File: config.mk
export PLATFORM = sky130hd
export DESIGN_NAME = dram_access_arbiter
export DESIGN_NICKNAME = d
export VERILOG_FILES = /design/src/rtl/dram_access_arbiter_pkg.sv /design/src/rtl/dram_access_arbiter_access_watchdog.sv /design/src/rtl/dram_access_arbiter.sv
export SDC_FILE = /design/constraint.sdc
export NUM_CORES = 1
export LEC_CHECK = 0
export ABC_AREA = 1
export CORE_ASPECT_RATIO = 1.25
export CORE_MARGIN = 4
export CORE_UTILIZATION = 45
export DETAILED_ROUTE_END_ITERATION = 8
export MAX_ROUTING_LAYER = met4
export PLACE_DENSITY = 0.84
export SLEW_MARGIN = 20
export SYNTH_ARGS = -nofsm -noshare
export SYNTH_HDL_FRONTEND = slang
export SYNTH_SLANG_ARGS = --single-unit
File: constraint.sdc
create_clock -name Clock -period 4.79 [get_ports Clock]
set_input_delay 0.7185 -clock Clock [delete_from_list [all_inputs] [get_ports Clock]]
set_output_delay 0.7185 -clock Clock [all_outputs]
set_load 0.01 [all_outputs]
File: src/rtl/dram_access_arbiter_pkg.sv
// Shared encodings and arbitration helpers for the DRAM access arbiter.
// Owner codes double as the Owner output encoding.
package dram_access_arbiter_pkg;

   localparam int unsigned OWNER_WIDTH = 2;
   localparam int unsigned STATE_WIDTH = 3;
   localparam int unsigned CPU_ADDR_WIDTH = 32;

   localparam logic [CPU_ADDR_WIDTH-1:0] DRAM_WINDOW_BASE = 32'h0800_0000;
   localparam logic [CPU_ADDR_WIDTH-1:0] DRAM_WINDOW_LAST = 32'h0BFF_FFFF;

   typedef enum logic [OWNER_WIDTH-1:0] {
      OWNER_NONE    = 2'b00,
      OWNER_CPU     = 2'b01,
      OWNER_DMA     = 2'b10,
      OWNER_REFRESH = 2'b11
   } owner_t;

   typedef enum logic [STATE_WIDTH-1:0] {
      ST_IDLE    = 3'd0,
      ST_START   = 3'd1,
      ST_WAIT    = 3'd2,
      ST_ACK     = 3'd3,
      ST_RELEASE = 3'd4
   } arbState_t;

   function automatic logic inDramWindow(input logic [CPU_ADDR_WIDTH-1:0] addr);
      return (addr >= DRAM_WINDOW_BASE) && (addr <= DRAM_WINDOW_LAST);
   endfunction

   // Refresh first, then round-robin between CPU and DMA on a tie.
   function automatic owner_t pickOwner(input logic   refreshReq,
                                        input logic   cpuReq,
                                        input logic   dmaReq,
                                        input owner_t lastServed);
      owner_t winner;
      winner = OWNER_NONE;
      if (refreshReq) begin
         winner = OWNER_REFRESH;
      end else if (cpuReq && dmaReq) begin
         winner = (lastServed == OWNER_CPU) ? OWNER_DMA : OWNER_CPU;
      end else if (cpuReq) begin
         winner = OWNER_CPU;
      end else if (dmaReq) begin
         winner = OWNER_DMA;
      end
      return winner;
   endfunction

endpackage

File: src/rtl/dram_access_arbiter_access_watchdog.sv
// Saturating watchdog for the WAIT phase of a DRAM access.
// expired_c flags the cycle whose closing edge brings the count to TIMEOUT_CYCLES.
module dram_access_arbiter_access_watchdog #(
   parameter int unsigned TIMEOUT_CYCLES = 255,
   parameter int unsigned TIMEOUT_WIDTH  = 8
) (
   input  logic Clock,
   input  logic Reset_H,
   input  logic clear,
   input  logic enable,
   output logic expired_c
);

   localparam logic [TIMEOUT_WIDTH-1:0] LIMIT      = TIMEOUT_WIDTH'(TIMEOUT_CYCLES);
   localparam logic [TIMEOUT_WIDTH-1:0] LIMIT_LESS = TIMEOUT_WIDTH'(TIMEOUT_CYCLES - 1);

   logic [TIMEOUT_WIDTH-1:0] count;

   always_ff @(posedge Clock or posedge Reset_H) begin
      if (Reset_H) begin
         count <= '0;
      end else if (clear) begin
         count <= '0;
      end else if (enable && (count != LIMIT)) begin
         count <= count + TIMEOUT_WIDTH'(1);
      end
   end

   assign expired_c = enable && (count >= LIMIT_LESS);

endmodule

File: src/rtl/dram_access_arbiter.sv
// Arbitrates the DRAM controller port between CPU, DMA and refresh, sequencing
// each access grant -> start -> wait -> ack -> release with a watchdog abort.
module dram_access_arbiter
   import dram_access_arbiter_pkg::*;
#(
   parameter int unsigned ADDR_WIDTH     = 32,
   parameter int unsigned TIMEOUT_CYCLES = 255,
   parameter int unsigned TIMEOUT_WIDTH  = 8
) (
   input  logic                  Clock,
   input  logic                  Reset_H,
   input  logic                  CpuReq_H,
   input  logic                  CpuDramSelect_H,
   input  logic [ADDR_WIDTH-1:0] CpuAddress,
   output logic                  CpuDtack_L,
   input  logic                  DmaReq_H,
   input  logic [ADDR_WIDTH-1:0] DmaAddress,
   output logic                  DmaAck_H,
   input  logic                  RefreshReq_H,
   output logic                  RefreshGrant_H,
   output logic                  DramStart_H,
   output logic                  DramRefresh_H,
   output logic [ADDR_WIDTH-1:0] DramAddress,
   input  logic                  DramDone_H,
   output logic                  BusError_L,
   output logic [1:0]            Owner
);

   arbState_t stateQ, stateNext;
   owner_t    ownerQ, ownerNext;
   owner_t    lastServedQ, lastServedNext;
   owner_t    winner_c;

   logic [ADDR_WIDTH-1:0] addrQ, addrNext;
   logic dramStartQ, dramStartNext;
   logic dramRefreshQ, dramRefreshNext;
   logic refreshGrantQ, refreshGrantNext;
   logic dmaAckQ, dmaAckNext;
   logic cpuDtackQ, cpuDtackNext;
   logic busErrorQ, busErrorNext;

   logic cpuReqEff_c;
   logic ownerReq_c;
   logic timeout_c;

   assign cpuReqEff_c = CpuReq_H & CpuDramSelect_H;
   assign winner_c    = pickOwner(RefreshReq_H, cpuReqEff_c, DmaReq_H, lastServedQ);

   // Release waits on the raw request line of whoever owns the port.
   always_comb begin
      ownerReq_c = 1'b0;
      case (ownerQ)
         OWNER_CPU:     ownerReq_c = CpuReq_H;
         OWNER_DMA:     ownerReq_c = DmaReq_H;
         OWNER_REFRESH: ownerReq_c = RefreshReq_H;
         default:       ownerReq_c = 1'b0;
      endcase
   end

   dram_access_arbiter_access_watchdog #(
      .TIMEOUT_CYCLES (TIMEOUT_CYCLES),
      .TIMEOUT_WIDTH  (TIMEOUT_WIDTH)
   ) u_watchdog (
      .Clock     (Clock),
      .Reset_H   (Reset_H),
      .clear     (stateQ == ST_START),
      .enable    (stateQ == ST_WAIT),
      .expired_c (timeout_c)
   );

   always_ff @(posedge Clock or posedge Reset_H) begin
      if (Reset_H) begin
         stateQ <= ST_IDLE;
      end else begin
         stateQ <= stateNext;
      end
   end

   always_comb begin
      stateNext = stateQ;
      case (stateQ)
         ST_IDLE: begin
            if (winner_c != OWNER_NONE) begin
               stateNext = ST_START;
            end
         end
         ST_START: stateNext = ST_WAIT;
         ST_WAIT: begin
            if (DramDone_H) begin
               stateNext = ST_ACK;
            end else if (timeout_c) begin
               stateNext = ST_RELEASE;
            end
         end
         ST_ACK: stateNext = ST_RELEASE;
         ST_RELEASE: begin
            if (!ownerReq_c) begin
               stateNext = ST_IDLE;
            end
         end
         default: stateNext = ST_IDLE;
      endcase
   end

   // Next values for every registered output, keyed on the state transition.
   always_comb begin
      ownerNext        = ownerQ;
      lastServedNext   = lastServedQ;
      addrNext         = addrQ;
      cpuDtackNext     = cpuDtackQ;
      busErrorNext     = busErrorQ;
      dmaAckNext       = 1'b0;
      dramStartNext    = 1'b0;
      dramRefreshNext  = 1'b0;
      refreshGrantNext = 1'b0;
      case (stateQ)
         ST_IDLE: begin
            if (stateNext == ST_START) begin
               ownerNext = winner_c;
               case (winner_c)
                  OWNER_CPU: begin
                     addrNext       = CpuAddress;
                     lastServedNext = OWNER_CPU;
                  end
                  OWNER_DMA: begin
                     addrNext       = DmaAddress;
                     lastServedNext = OWNER_DMA;
                  end
                  default: addrNext = '0;
               endcase
            end
         end
         ST_WAIT: begin
            if (stateNext == ST_ACK) begin
               cpuDtackNext = (ownerQ != OWNER_CPU);
               dmaAckNext   = (ownerQ == OWNER_DMA);
            end else if (stateNext == ST_RELEASE) begin
               busErrorNext = !((ownerQ == OWNER_CPU) || (ownerQ == OWNER_DMA));
            end
         end
         ST_RELEASE: begin
            if (stateNext == ST_IDLE) begin
               ownerNext    = OWNER_NONE;
               cpuDtackNext = 1'b1;
               busErrorNext = 1'b1;
            end
         end
         default: ;
      endcase
      dramStartNext    = (stateNext == ST_START);
      dramRefreshNext  = dramStartNext && (ownerNext == OWNER_REFRESH);
      refreshGrantNext = (ownerNext == OWNER_REFRESH);
   end

   always_ff @(posedge Clock or posedge Reset_H) begin
      if (Reset_H) begin
         ownerQ        <= OWNER_NONE;
         lastServedQ   <= OWNER_DMA;
         addrQ         <= '0;
         dramStartQ    <= 1'b0;
         dramRefreshQ  <= 1'b0;
         refreshGrantQ <= 1'b0;
         dmaAckQ       <= 1'b0;
         cpuDtackQ     <= 1'b1;
         busErrorQ     <= 1'b1;
      end else begin
         ownerQ        <= ownerNext;
         lastServedQ   <= lastServedNext;
         addrQ         <= addrNext;
         dramStartQ    <= dramStartNext;
         dramRefreshQ  <= dramRefreshNext;
         refreshGrantQ <= refreshGrantNext;
         dmaAckQ       <= dmaAckNext;
         cpuDtackQ     <= cpuDtackNext;
         busErrorQ     <= busErrorNext;
      end
   end

   assign Owner          = ownerQ;
   assign DramAddress    = addrQ;
   assign DramStart_H    = dramStartQ;
   assign DramRefresh_H  = dramRefreshQ;
   assign RefreshGrant_H = refreshGrantQ;
   assign DmaAck_H       = dmaAckQ;
   assign CpuDtack_L     = cpuDtackQ;
   assign BusError_L     = busErrorQ;

   // Start is a single-cycle pulse and the address holds for the whole access.
   assert property (@(posedge Clock) disable iff (Reset_H) dramStartQ |=> !dramStartQ);
   assert property (@(posedge Clock) disable iff (Reset_H)
      (stateQ inside {ST_WAIT, ST_ACK, ST_RELEASE}) |-> $stable(addrQ));

endmodule

; ---- After elaboration in Yosys (flattened, before gate mapping)
; Cells that the tools add are included.
; W data, S select, Z words.
[totals]
reg_bits = 53
in_bits = 71
out_inout_bits = 40
word_cells = 76
[op_classes]
n_addsub = 1
magnitude_cmp = 1
n_eq_ne = 20
muxes = 26
n_bitwise = 1
reduce_logical = 16
[op_table]
columns = operator, n
row1 = $pmux W32 S2, 1
row2 = $mux W8, 2
row3 = $pmux W3 S5, 1
row4 = $mux W2, 7
row5 = $mux W3, 4
row6 = $eq A3 B2 Y1 const B, 3
row7 = $add A8 B1 Y8 const B, 1
row8 = $eq A2 B2 Y1 const B, 4
row9 = $ge A8 B8 Y1 const B, 1
row10 = $ne A2 B2 Y1 const B, 4
row11 = $ne A8 B8 Y1 const B, 1
row12 = $pmux W2 S2, 2
row13 = $reduce_bool A2 Y1, 4
row14 = $eq A2 B1 Y1 const B, 3
row15 = $eq A3 B1 Y1 const B, 2
row16 = $eq A3 B3 Y1 const B, 2
row17 = $logic_not A3 Y1, 2
row18 = $mux W1, 6
row19 = $reduce_and A3 Y1, 2
row20 = $logic_and A1 B1 Y1, 4
row21 = $pmux W1 S2, 2
row22 = $reduce_and A4 Y1, 1
row23 = $pmux W1 S3, 1
row24 = $ne A2 B1 Y1 const B, 1
row25 = other kinds (4), 4

; ---- Longest topological paths before layout
; Gate-level depths: netlist of the first run.
[depth]
depth_word = 12
depth_mapped = 15
depth_no_buf = 15

; ---- Cells and area by module
; Synthesis of the first run repeated with hierarchy kept, for this count alone.
[unflattened]
cells_unflattened = 339
hier_area_um2 = 2660.1
[by_module_without_submodules]
columns = mod, instances, cells_each, area_per_inst_um2, seq_area_each_um2
row1 = dram_access_arbiter, 1, 263, 2128.3, 1129.8
row2 = dram_access_arbiter_access_watchdog, 1, 76, 531.8, 200.2

; ---- Worst setup path after synthesis of the first run
; Ideal clock, no wire load.
[synth_timing]
path_type = input-to-reg
startpoint = input DmaReq_H
endpoint = register addrQ[0], in the netlist DramAddress[0]
setup_time_ns = 0.069
t_arrival_ns = 2.199
required_ns = 4.721
slack_ns = 2.522
stages = 13
n_path_buf = 1
path_cell_list = inv_1 > a211oi_1 > o21ai_0 > inv_1 > ha_1 > nor3_4 > inv_2 > nor2_8 > nand2_2 > inv_2 > buf_4 > nand2_1 > nand3_1
[synth_via]
elab_chain_len = 9
word_cells_on_any_way = 15
classes_between = 3 x eq/ne / 9 x mux / 3 x reduce/logical
[synth_lines]
columns = item, line
row1 = "start, declared", dram_access_arbiter.sv:16  ; input logic DmaReq_H,
row2 = $mux W2, dram_access_arbiter_pkg.sv:44  ; end else if (dmaReq) begin
row3 = $mux W2, dram_access_arbiter_pkg.sv:42  ; end else if (cpuReq) begin
row4 = $mux W2, dram_access_arbiter_pkg.sv:40  ; end else if (cpuReq && dmaReq) begin
row5 = $mux W2, dram_access_arbiter_pkg.sv:38  ; if (refreshReq) begin
row6 = $reduce_bool A2 Y1, dram_access_arbiter.sv:83  ; if (winner_c != OWNER_NONE) begin
row7 = $mux W3, dram_access_arbiter.sv:83
row8 = $pmux W3 S5 *, dram_access_arbiter.sv:81  ; case (stateQ)
row9 = $eq A3 B1 Y1 *, -
row10 = net dramStartNext, dram_access_arbiter.sv:35  ; logic dramStartQ, dramStartNext;
row11 = $reduce_and A2 Y1 (no source line) *, -
row12 = "end signal, assigned", dram_access_arbiter.sv:169  ; addrQ <= addrNext;
row13 = "end, declared", dram_access_arbiter.sv:34  ; logic [ADDR_WIDTH-1:0] addrQ, addrNext;
; The timed path passes the listed nets; every way through them passes the cells marked *.
; A chain may end at the register's enable or synchronous reset.

; ---- Worst setup path after layout of the first run
[layout_timing]
startpoint = input DmaReq_H
endpoint = register addrQ[23], in the netlist DramAddress[23]
; Same word-level chain as after synthesis.

==> impl_metrics.csv, run 1 <==
group,metric,value,unit
run_status,status,"finished clean",
layout,stdcell_count,499,
clock_tree,cts.repair.resized,0,
clock_tree,cts_sinks,53,
placement,gp_congestion,0.848,
yosys,ys_types,32,
detailed_routing,drc,0,
yosys,syn_inst,327,
clock_tree,clock_path_buffers,2,
global_route,gr-total-overflow,0,
detailed_routing,dr_total_vias,2624,
yosys,synth-main-ff-cell,"dfrtp_1",
hold_path,hp-class,"reg2reg",
sta,min_period,3.53,ns
clock_tree,root_buffer,"clkbuf_8",
clock_tree,cts_buffers,5,
sta,max_freq,283,MHz
yosys,yosysTopAreaCell,"dfrtp_1",
sta,skew,0.00709,ns
yosys,synth_top_area_share,46.6,%
layout,area_growth,45.2,%
critical_path,critical_path_class,"in2reg",
layout,fillCellCount,495,
critical_path,cp.arrival,3.77,ns
clock_tree,postCtsSetupRepairBufs,0,
layout,drive_gt1_share,5.77,%
sta,final-setup-viol-count,0,
global_route,grt_max_degree,54,
critical_path,reg2reg_to,"DramAddress[23]$_DFFE_PP0P_",
detailed_routing,first_pass_iters,4,
floorplan,dieArea,7270,sq um
detailed_routing,viasPerCell,5.26,
sta,min_period_over_period,73.7,%
clock_tree,htree_levels,2,
critical_path,r2r_cells,12,
yosys,synth.area.top_cells,"dfrtp_1 (47%), nand3_1 (14%), nand2_1 (14%)",
layout,regArea,1330,sq um
hold_path,min_from,"CpuDtack_L$_DFFE_PP1P_",
sta,slew_headroom,40.4,%
clock_tree,cts_tree,"yes",
placement,placed_cells,491,
yosys,synth_edf_count,0,
yosys,seq_area_frac_synth,49.6,%
sta,drv_slew,0,
critical_path,crit_required,5.03,ns
hold_path,holdPathEnd,"CpuDtack_L$_DFFE_PP1P_",
critical_path,worst_r2r_startpoint,"lastServedQ[1]$_DFFE_PP1P_",
floorplan,die_x,77.1,um
yosys,avgSynthCellArea,8.20,sq um
placement,port_buffers,110,
critical_path,critPathCaptureType,"flip-flop",
layout,multi_input_area,1170,sq um
floorplan,initial_core_util,46.4,%
clock_tree,clkLatencyLatePin,0.30,ns
clock_tree,clk_pin_slew,0.09,ns
placement,hpwl,5270,um
pwr,power.density,507,nW/um^2
global_route,grtUsageTotal,19.8,%
global_route,antenna_found_initial,0,
global_route,grt_pass1_vias,2564,
yosys,yosys_warnings,0,
yosys,ys_ff_latch,53,
clock_tree,ctsHoldBuffers,0,
detailed_routing,wl_per_cell,14.2,um
floorplan,coreArea,5780,sq um
layout,nets,512,
hold_path,hold_depth,2,
detailed_routing,final_antenna_net_count,0,
critical_path,start_kind,"primary input",
critical_path,cp-startpoint,"DmaReq_H",
detailed_routing,drtIter0Drc,162,
floorplan,floorplan.die.height,94.3,um
floorplan,rows,31,
run,cap_violations,0,
layout,num_antenna_cells,0,
yosys,synth_area,2680,sq um
pwr,irDropWorstVdd,0.264,mV
floorplan,ioPinCount,111,
global_route,grt_first_pass_wirelength,11200,um
critical_path,cp_max_fo,37,
sta,worst_pin_slew,0.892,ns
yosys,synth_nets,407,
sta,setup_tns,0,ns
pwr,leakage,1.83,nW
critical_path,rrSetupSlack,1.76,ns
yosys,synthArstFlopShare,100,%
sta,rsz0062_at_grt,"no",
sta,hold_violations,0,
detailed_routing,wl,7110,um
[worst max-delay path, stage by stage]
cell and delay, ns:
clkdlybuf4s50_1 0.46, inv_1 0.09, a211oi_1 0.05, o21ai_0 0.28
inv_1 0.11, ha_1 0.24, nor3_4 0.21, inv_2 0.30
nor2_8 0.48, nand2_2 0.13, inv_2 0.44, nand2_1 0.15
nand3_1 0.10
[worst max path at each step]
stage | end | cells after the start
finish | DramAddress[23]$_DFFE_PP0P_ | 13
global route | DramAddress[23]$_DFFE_PP0P_ | 13
CTS | DramAddress[23]$_DFFE_PP0P_ | 13
detailed placement | DramAddress[27]$_DFFE_PP0P_ | 13
global placement | DramAddress[25]$_DFFE_PP0P_ | 12
floorplan | DramAddress[0]$_DFFE_PP0P_ | 13
[layout by cell type, fill, tap and decap left out]
master | synthesis | routed
a211oi_1 | 1 | 1
a21oi_1 | 2 | 2
a22oi_1 | 3 | 3
clkbuf_1 | 6 | 2
clkbuf_8 | 0 | 6
clkdlybuf4s50_1 | 0 | 110
clkinv_2 | 0 | 1
dfrtp_1 | 50 | 50
dfstp_2 | 3 | 3
ha_1 | 9 | 8
ha_2 | 0 | 1
inv_1 | 28 | 27
inv_2 | 4 | 4
nand2_1 | 97 | 97
nand2_2 | 3 | 3
nand3_1 | 74 | 74
nand3_2 | 2 | 2
nand3b_1 | 1 | 1
nand4_1 | 1 | 1
nor2_1 | 11 | 11
nor2_2 | 1 | 1
nor2_8 | 1 | 1
nor3_1 | 4 | 4
nor3_4 | 1 | 1
nor3b_1 | 3 | 3
o211ai_1 | 1 | 1
o21a_1 | 1 | 1
o21ai_0 | 9 | 9
o21ai_2 | 1 | 1
o21bai_2 | 1 | 1
o22ai_1 | 1 | 1
o31ai_1 | 1 | 1
xor2_1 | 1 | 1
[metal layers]
metal / share of wire, % / vias up / global-route usage, %
met5: 0 / - / -
met4: 1.8 / 0 / 6.38
met3: 7.2 / 10 / 5.47
met2: 51 / 96 / 35.0
met1: 40 / 1241 / 21.7
li1: - / 1277 / -
[sequential cells by signal, indices dropped and copies added, names as in the netlist]
name and cells:
u_watchdog.count 8, RefreshGrant_H 1, BusError_L 1, DmaAck_H 1
stateQ 3, DramAddress 32, Owner 2, CpuDtack_L 1
lastServedQ 2, DramRefresh_H 1, DramStart_H 1
[power by group]
group          internal (mW)  leakage, nW  switching [mW]
clock network          0.118       0.0455           0.141
logic                  0.457         1.08           0.514
registers              0.630        0.702           0.115
[through the flow]
step / total power, mW / hold WS, ns / setup WS [ns] / util [%] / instance area [sq um]
after floorplan: 1.26 / 0.467 / 2.52 / - / 2680
after global placement: 1.69 / 0.448 / 1.12 / 65.8 / 3800
after detailed placement: 1.73 / 0.450 / 0.981 / 65.8 / 3800
after CTS: 1.99 / 0.463 / 1.27 / 67.4 / 3890
after global routing: 2.11 / 0.481 / 0.989 / 67.4 / 3900
final: 1.98 / 0.463 / 1.26 / 67.4 / 3900
[cell usage after synthesis (2+ instances only)]
library cell / instances
nor3b_1: 3
inv_1: 28
dfstp_2: 3
o21ai_0: 9
buf_2: 3
nand2_1: 97
a22oi_1: 3
buf_4: 2
clkbuf_1: 6
nor2_1: 11
a21oi_1: 2
nand3_1: 74
nand2_2: 3
inv_2: 4
ha_1: 9
dfrtp_1: 50
nand3_2: 2
nor3_1: 4
[area by class of cell]
class	instances	share of cell area (%)
well taps	66	2.12
inverters	32	3.11
repair buffers	110	28.3
clock buffers	8	2.31
multi-input cells	230	30.1
flip-flops and latches	53	34.1
[cell families after synthesis]
kind of cell               after synthesis  synth area share [%]
adders and majority gates                9                  4.20
and+or+nand+nor                        199                  34.0
AOI/OAI and AO/OA                       21                  4.99
buffers and inverters                   44                  6.86
xor gates and xnor gates                 1                 0.327
DFF                                     53                  49.6
Note: power is estimated with default switching activity, not from simulation.
==> run 2, diff against run 1 <==
--- a/config.mk
+++ b/config.mk
@@ -8,10 +8,10 @@
 export ABC_AREA = 1
 export CORE_ASPECT_RATIO = 1.25
 export CORE_MARGIN = 4
-export CORE_UTILIZATION = 45
+export CORE_UTILIZATION = 39
 export DETAILED_ROUTE_END_ITERATION = 8
 export MAX_ROUTING_LAYER = met4
-export PLACE_DENSITY = 0.84
+export PLACE_DENSITY = 0.77
 export SLEW_MARGIN = 20
 export SYNTH_ARGS = -nofsm -noshare
 export SYNTH_HDL_FRONTEND = slang
==> constraint.sdc (replaced) <==
create_clock -name Clock -period 3.1 [get_ports Clock]
set_input_delay 0.465 -clock Clock [delete_from_list [all_inputs] [get_ports Clock]]
set_output_delay 0.465 -clock Clock [all_outputs]
set_load 0.01 [all_outputs]
==> run 2 against run 1 <==
Net effect: critical path depth down 1; worst setup slack lost 0.75 ns; routed wire length is 3.4% lower; cell count rose by 5.2%; global-route usage decreased by 1.6 points; clock power up 58%; via count fell by 2.6%; power grew 56%.
==> impl_metrics.csv, run 2 (same netlist as run 1, synthesis figures left out) <==
group,metric,value,unit
layout,postLayoutCoreUtil,60.0,%
hold_path,hold_depth,2,
sta,max_freq,387,MHz
placement,gp_congestion,0.884,
floorplan,die_x,82.2,um
detailed_routing,drc,0,
clock_tree,ctsHoldBuffers,0,
pwr,leakage,1.86,nW
floorplan,initial_core_util,40.6,%
hold_path,min_from,"CpuDtack_L$_DFFE_PP1P_",
layout,nets,517,
clock_tree,cts_sinks,53,
critical_path,cp_slowest_cell,"clkdlybuf4s50_1",
sta,rsz0062_at_grt,"no",
sta,worst_pin_slew,0.666,ns
detailed_routing,wl_per_cell,13.1,um
global_route,gr-total-overflow,0,
placement,hpwl,5180,um
critical_path,critPathCaptureType,"flip-flop",
floorplan,ioPinCount,111,
critical_path,worst_r2r_startpoint,"lastServedQ[1]$_DFFE_PP1P_",
clock_tree,clock_path_buffers,2,
sta,final-setup-viol-count,0,
layout,final_common_cell,"clkdlybuf4s50_1",
placement,place_ws,0.208,ns
floorplan,floorplan.die.height,101,um
global_route,use_met1,21.5,%
sta,skew,0.00862,ns
clock_tree,clk_pin_slew,0.10,ns
critical_path,crit_required,3.34,ns
clock_tree,postCtsSetupRepairBufs,0,
sta,min_period,2.58,ns
placement,placed_area,3870,sq um
critical_path,rrSetupSlack,0.74,ns
global_route,grt_first_pass_wirelength,11500,um
layout,num_antenna_cells,0,
run,cap_violations,0,
clock_tree,cts_buffers,5,
pwr,irDropWorstVdd,0.388,mV
clock_tree,clkLatencyLatePin,0.30,ns
layout,drive_gt1_share,7.08,%
layout,layout_common_cells,"clkdlybuf4s50_1 (110), nand2_1 (97), nand3_1 (74)",
pwr,power.density,778,nW/um^2
detailed_routing,wl,6860,um
run_status,status,"finished clean",
layout,multi_input_area,1170,sq um
critical_path,r2r_cells,12,
floorplan,coreArea,6610,sq um
layout,finalInstanceArea,3960,sq um
detailed_routing,viasPerCell,4.87,
clock_tree,cts_tree,"yes",
layout,regArea,1330,sq um
sta,setup_tns,0,ns
sta,slew_headroom,55.6,%
critical_path,max_stage_delay,0.51,ns
critical_path,cp_max_fo,32,
global_route,grtUsageTotal,18.2,%
placement,port_buffers,110,
layout,largest_reg_flops,32,
clock_tree,htree_levels,2,
clock_tree,cts.repair.resized,0,
sta,hold_violations,0,
pwr,finalPower,3.08,mW
sta,whs,0.464,ns
layout,fillCellCount,616,
detailed_routing,drtIter0Drc,116,
global_route,grt_use_met3,4.92,%
critical_path,start_kind,"primary input",
global_route,grt_max_degree,54,
placement,placed_cells,517,
global_route,busiest_layer,"met2",
global_route,grt_pass1_vias,2601,
sta,fin_ws,0.516,ns
sta,drv_slew,0,
detailed_routing,final_antenna_net_count,0,
layout,area_growth,47.7,%
floorplan,dieArea,8280,sq um
critical_path,cp.arrival,2.83,ns
sta,min_period_over_period,83.4,%
global_route,antenna_found_initial,0,
layout,stdcell_count,525,
critical_path,critical_path_class,"in2reg",
clock_tree,root_buffer,"clkbuf_8",
global_route,use_met2,30.1,%
detailed_routing,first_pass_iters,4,
critical_path,reg2reg_to,"DramAddress[29]$_DFFE_PP0P_",
hold_path,holdPathEnd,"CpuDtack_L$_DFFE_PP1P_",
floorplan,rows,33,
detailed_routing,dr_total_vias,2556,
hold_path,hp-class,"reg2reg",
critical_path,crit_chain,"clkdlybuf4s50_1 > inv_1 > o21ai_0 > inv_1 > ha_1 > nor3_4 > inv_2 > nor2_8 > nand2_2 > inv_2 > nand2_1 > nand3_1",
==> run 2: changes by cell type in the layout (fill, tap and decap cells not counted), sizes merged <==
| cell | change |
|---|---|
| clkinv | +1 |
| inv | +1 |
| buf | +5 |
| clkbuf | -2 |
==> run 2: layer usage <==
| metal | vias up | wire length [um] |
|---|---|---|
| met4 | 0 | 72 |
| met3 | 6 | 491 |
| met2 | 79 | 3440 |
| li1 | 1283 | - |
| met5 | - | 0 |
| met1 | 1188 | 2860 |
==> run 2: worst max path at each step <==
stage / to / cells past startpoint / startpoint / slack, ns
after global placement: DramAddress[21]$_DFFE_PP0P_ / 12 / DmaReq_H / 0.32
after detailed placement: DramAddress[0]$_DFFE_PP0P_ / 13 / DmaReq_H / 0.21
final: DramAddress[29]$_DFFE_PP0P_ / 12 / DmaReq_H / 0.52
after floorplan: DramAddress[0]$_DFFE_PP0P_ / 13 / DmaReq_H / 1.09
after CTS: DramAddress[29]$_DFFE_PP0P_ / 13 / DmaReq_H / 0.53
after global routing: DramAddress[29]$_DFFE_PP0P_ / 13 / DmaReq_H / 0.23
==> run 2: final cells by class <==
| class | instances | share of cell area, % |
|---|---|---|
| clock buffers | 6 | 2.08 |
| clock inverters | 2 | 0.347 |
| inverters | 32 | 3.03 |
| multi-input cells | 230 | 29.5 |
| flip-flops and latches | 53 | 33.6 |
| well taps | 87 | 2.75 |
| repair buffers | 115 | 28.7 |
==> run 2: critical path: cells and delay by family <==
kind | cells | cell delay (ns)
fa+ha+maj | 1 | 0.24
buf+inv | 5 | 1.20
compound gates | 1 | 0.31
simple gates | 5 | 0.59
==> run 2: where the power goes <==
group,switching [mW],leakage (nW),total [mW],internal [mW]
combinational,0.793,1.11,1.53,0.734
sequential,0.174,0.702,1.15,0.973
clock,0.228,0.0512,0.410,0.182
==> run 3, diff against run 2 <==
--- a/config.mk
+++ b/config.mk
@@ -8,10 +8,10 @@
 export ABC_AREA = 1
 export CORE_ASPECT_RATIO = 1.25
 export CORE_MARGIN = 4
-export CORE_UTILIZATION = 39
+export CORE_UTILIZATION = 43
 export DETAILED_ROUTE_END_ITERATION = 8
 export MAX_ROUTING_LAYER = met4
-export PLACE_DENSITY = 0.77
+export PLACE_DENSITY = 0.8
 export SLEW_MARGIN = 20
 export SYNTH_ARGS = -nofsm -noshare
 export SYNTH_HDL_FRONTEND = slang
==> constraint.sdc (replaced) <==
create_clock -name Clock -period 2.4 [get_ports Clock]
set_input_delay 0.36 -clock Clock [delete_from_list [all_inputs] [get_ports Clock]]
set_output_delay 0.36 -clock Clock [all_outputs]
set_load 0.01 [all_outputs]
==> run 3 against run 2 <==
Net effect: die area down 8.5%; worst hold slack worse by 0.078 ns; sequential share of layout area decreased by 0.96 points; sequential cell count stayed put; sequential power grew 30%; power increased by 33%; core utilization grew 8.8 points; largest cell class unchanged.
==> impl_metrics.csv, run 3 (same netlist as run 1, synthesis figures left out) <==
group,metric,value,unit
layout,final_common_cell,"clkdlybuf4s50_1",
sta,min_period,2.19,ns
pwr,irDropWorstVdd,0.609,mV
layout,num_antenna_cells,0,
floorplan,dieArea,7570,sq um
floorplan,ioPinCount,111,
detailed_routing,drtIter0Drc,100,
sta,final-setup-viol-count,0,
critical_path,rrSetupSlack,0.24,ns
critical_path,cp-endpoint,"DramRefresh_H$_DFF_PP0_",
global_route,gr-total-overflow,0,
global_route,antenna_found_initial,0,
global_route,grt_max_degree,34,
pwr,internal_power,2.51,mW
layout,postLayoutCoreUtil,68.7,%
detailed_routing,wl,7490,um
clock_tree,cts_sinks,53,
pwr,power.net_switching,1.60,mW
layout,layout_common_cells,"clkdlybuf4s50_1 (110), nand2_1 (97), nand3_1 (74)",
sta,worst_pin_slew,0.494,ns
critical_path,cp.arrival,2.43,ns
clock_tree,postCtsSetupRepairBufs,0,
critical_path,crit_required,2.64,ns
critical_path,cp_max_fo,3,
layout,largest_reg_flops,32,
floorplan,rows,31,
sta,min_period_over_period,91.2,%
critical_path,start_kind,"primary input",
sta,max_freq,457,MHz
floorplan,coreArea,5930,sq um
global_route,grtUsageTotal,21.8,%
floorplan,initial_core_util,45.2,%
sta,drv_slew,0,
critical_path,worst_r2r_startpoint,"lastServedQ[1]$_DFFE_PP1P_",
placement,gp_congestion,0.840,
sta,skew,0.00849,ns
critical_path,reg2reg_to,"DramRefresh_H$_DFF_PP0_",
run_status,status,"finished clean",
clock_tree,cts_tree,"yes",
pwr,power.density,1010,nW/um^2
run,cap_violations,0,
clock_tree,clkLatencyLatePin,0.31,ns
pwr,p_comb_share,50.6,%
detailed_routing,final_antenna_net_count,0,
detailed_routing,dr_total_vias,2623,
critical_path,critPathCaptureType,"flip-flop",
hold_path,hp-class,"in2async",
sta,slew_headroom,67.0,%
clock_tree,clk_pin_slew,0.10,ns
detailed_routing,wl_per_cell,14.2,um
sta,rsz0062_at_grt,"no",
clock_tree,htree_levels,2,
layout,drive_gt1_share,8.74,%
pwr,finalPower,4.11,mW
detailed_routing,drc,0,
sta,whs,0.385,ns
detailed_routing,first_pass_iters,5,
global_route,grt_pass1_vias,2705,
clock_tree,ctsHoldBuffers,0,
clock_tree,cts.repair.resized,0,
sta,setup_tns,0,ns
critical_path,r2r_cells,12,
global_route,grt_first_pass_wirelength,12500,um
pwr,clock_power_share,13.1,%
clock_tree,cts_buffers,5,
pwr,leakage,1.92,nW
critical_path,cp-startpoint,"DmaReq_H",
pwr,switching_share,38.9,%
detailed_routing,viasPerCell,4.97,
sta,hold_violations,0,
layout,nets,525,
floorplan,die_x,78.6,um
clock_tree,root_buffer,"clkbuf_8",
clock_tree,clock_path_buffers,2,
placement,port_buffers,110,
floorplan,floorplan.die.height,96.3,um
placement,hpwl,5810,um
critical_path,critical_path_class,"in2reg",
pwr,seqPwrFrac,36.2,%
layout,area_growth,52.1,%
run 3: changes by cell type in the layout (fill, tap and decap cells not counted):
cell / delta
buf_4: +3
buf_12: +5
run 3: worst min path at each step:
stage / startpoint / to / slack (ns) / depth (start not counted)
CTS: Reset_H / u_watchdog.count[3]$_DFFE_PP0P_ / 0.40 / 2
global placement: BusError_L$_DFFE_PP1P_ / BusError_L$_DFFE_PP1P_ / 0.45 / 2
finish: Reset_H / DramAddress[16]$_DFFE_PP0P_ / 0.39 / 2
floorplan: CpuDtack_L$_DFFE_PP1P_ / CpuDtack_L$_DFFE_PP1P_ / 0.47 / 2
global route: Reset_H / u_watchdog.count[5]$_DFFE_PP0P_ / 0.44 / 2
detailed placement: CpuDtack_L$_DFFE_PP1P_ / CpuDtack_L$_DFFE_PP1P_ / 0.45 / 2
run 3: critical path: stages:
cell and delay [ns]:
clkdlybuf4s50_1 0.42, buf_4 0.14, nand3_1 0.07, nand3_1 0.06, nand2_1 0.11, inv_1 0.07, ha_1 0.24, nor3_4 0.20
buf_4 0.14, o21ai_0 0.06, o21ai_0 0.32, nand2_1 0.12, nor2_1 0.10
run 3: through the flow:
step	area (sq um)	cells	worst slack [ns]
after floorplan	2680	327	0.416
after global placement	3980	520	0.0164
after detailed placement	3980	520	-0.0858
after CTS	4080	528	0.231
after global routing	4080	528	0.0864
final	4080	528	0.210
run 3: area by class of cell:
type | count | area, sq um
fillers | 481 | 1860
repair buffers | 123 | 1260
clock buffers | 6 | 82.6
multi-input cells | 230 | 1170
well taps | 82 | 103
flip-flops and latches | 53 | 1330
clock inverters | 2 | 13.8
inverters | 32 | 120
run 3: power by group through the flow:
stage,registers [mW],clock network [mW],logic [mW]
finish,1.49,0.541,2.08
global route,1.54,0.573,2.32
CTS,1.49,0.552,2.11
detailed placement,1.50,0,2.10
global placement,1.49,0,2.07
floorplan,1.60,0,0.911
run 3: routing by layer:
layer  wire length (um)  part of all wire (%)  global-route usage [%]
met5                  0                     0                       -
met2               3750                    50                    36.0
met3                741                   9.9                    7.96
met1               2920                    39                    24.7
met4                 78                   1.0                    7.00
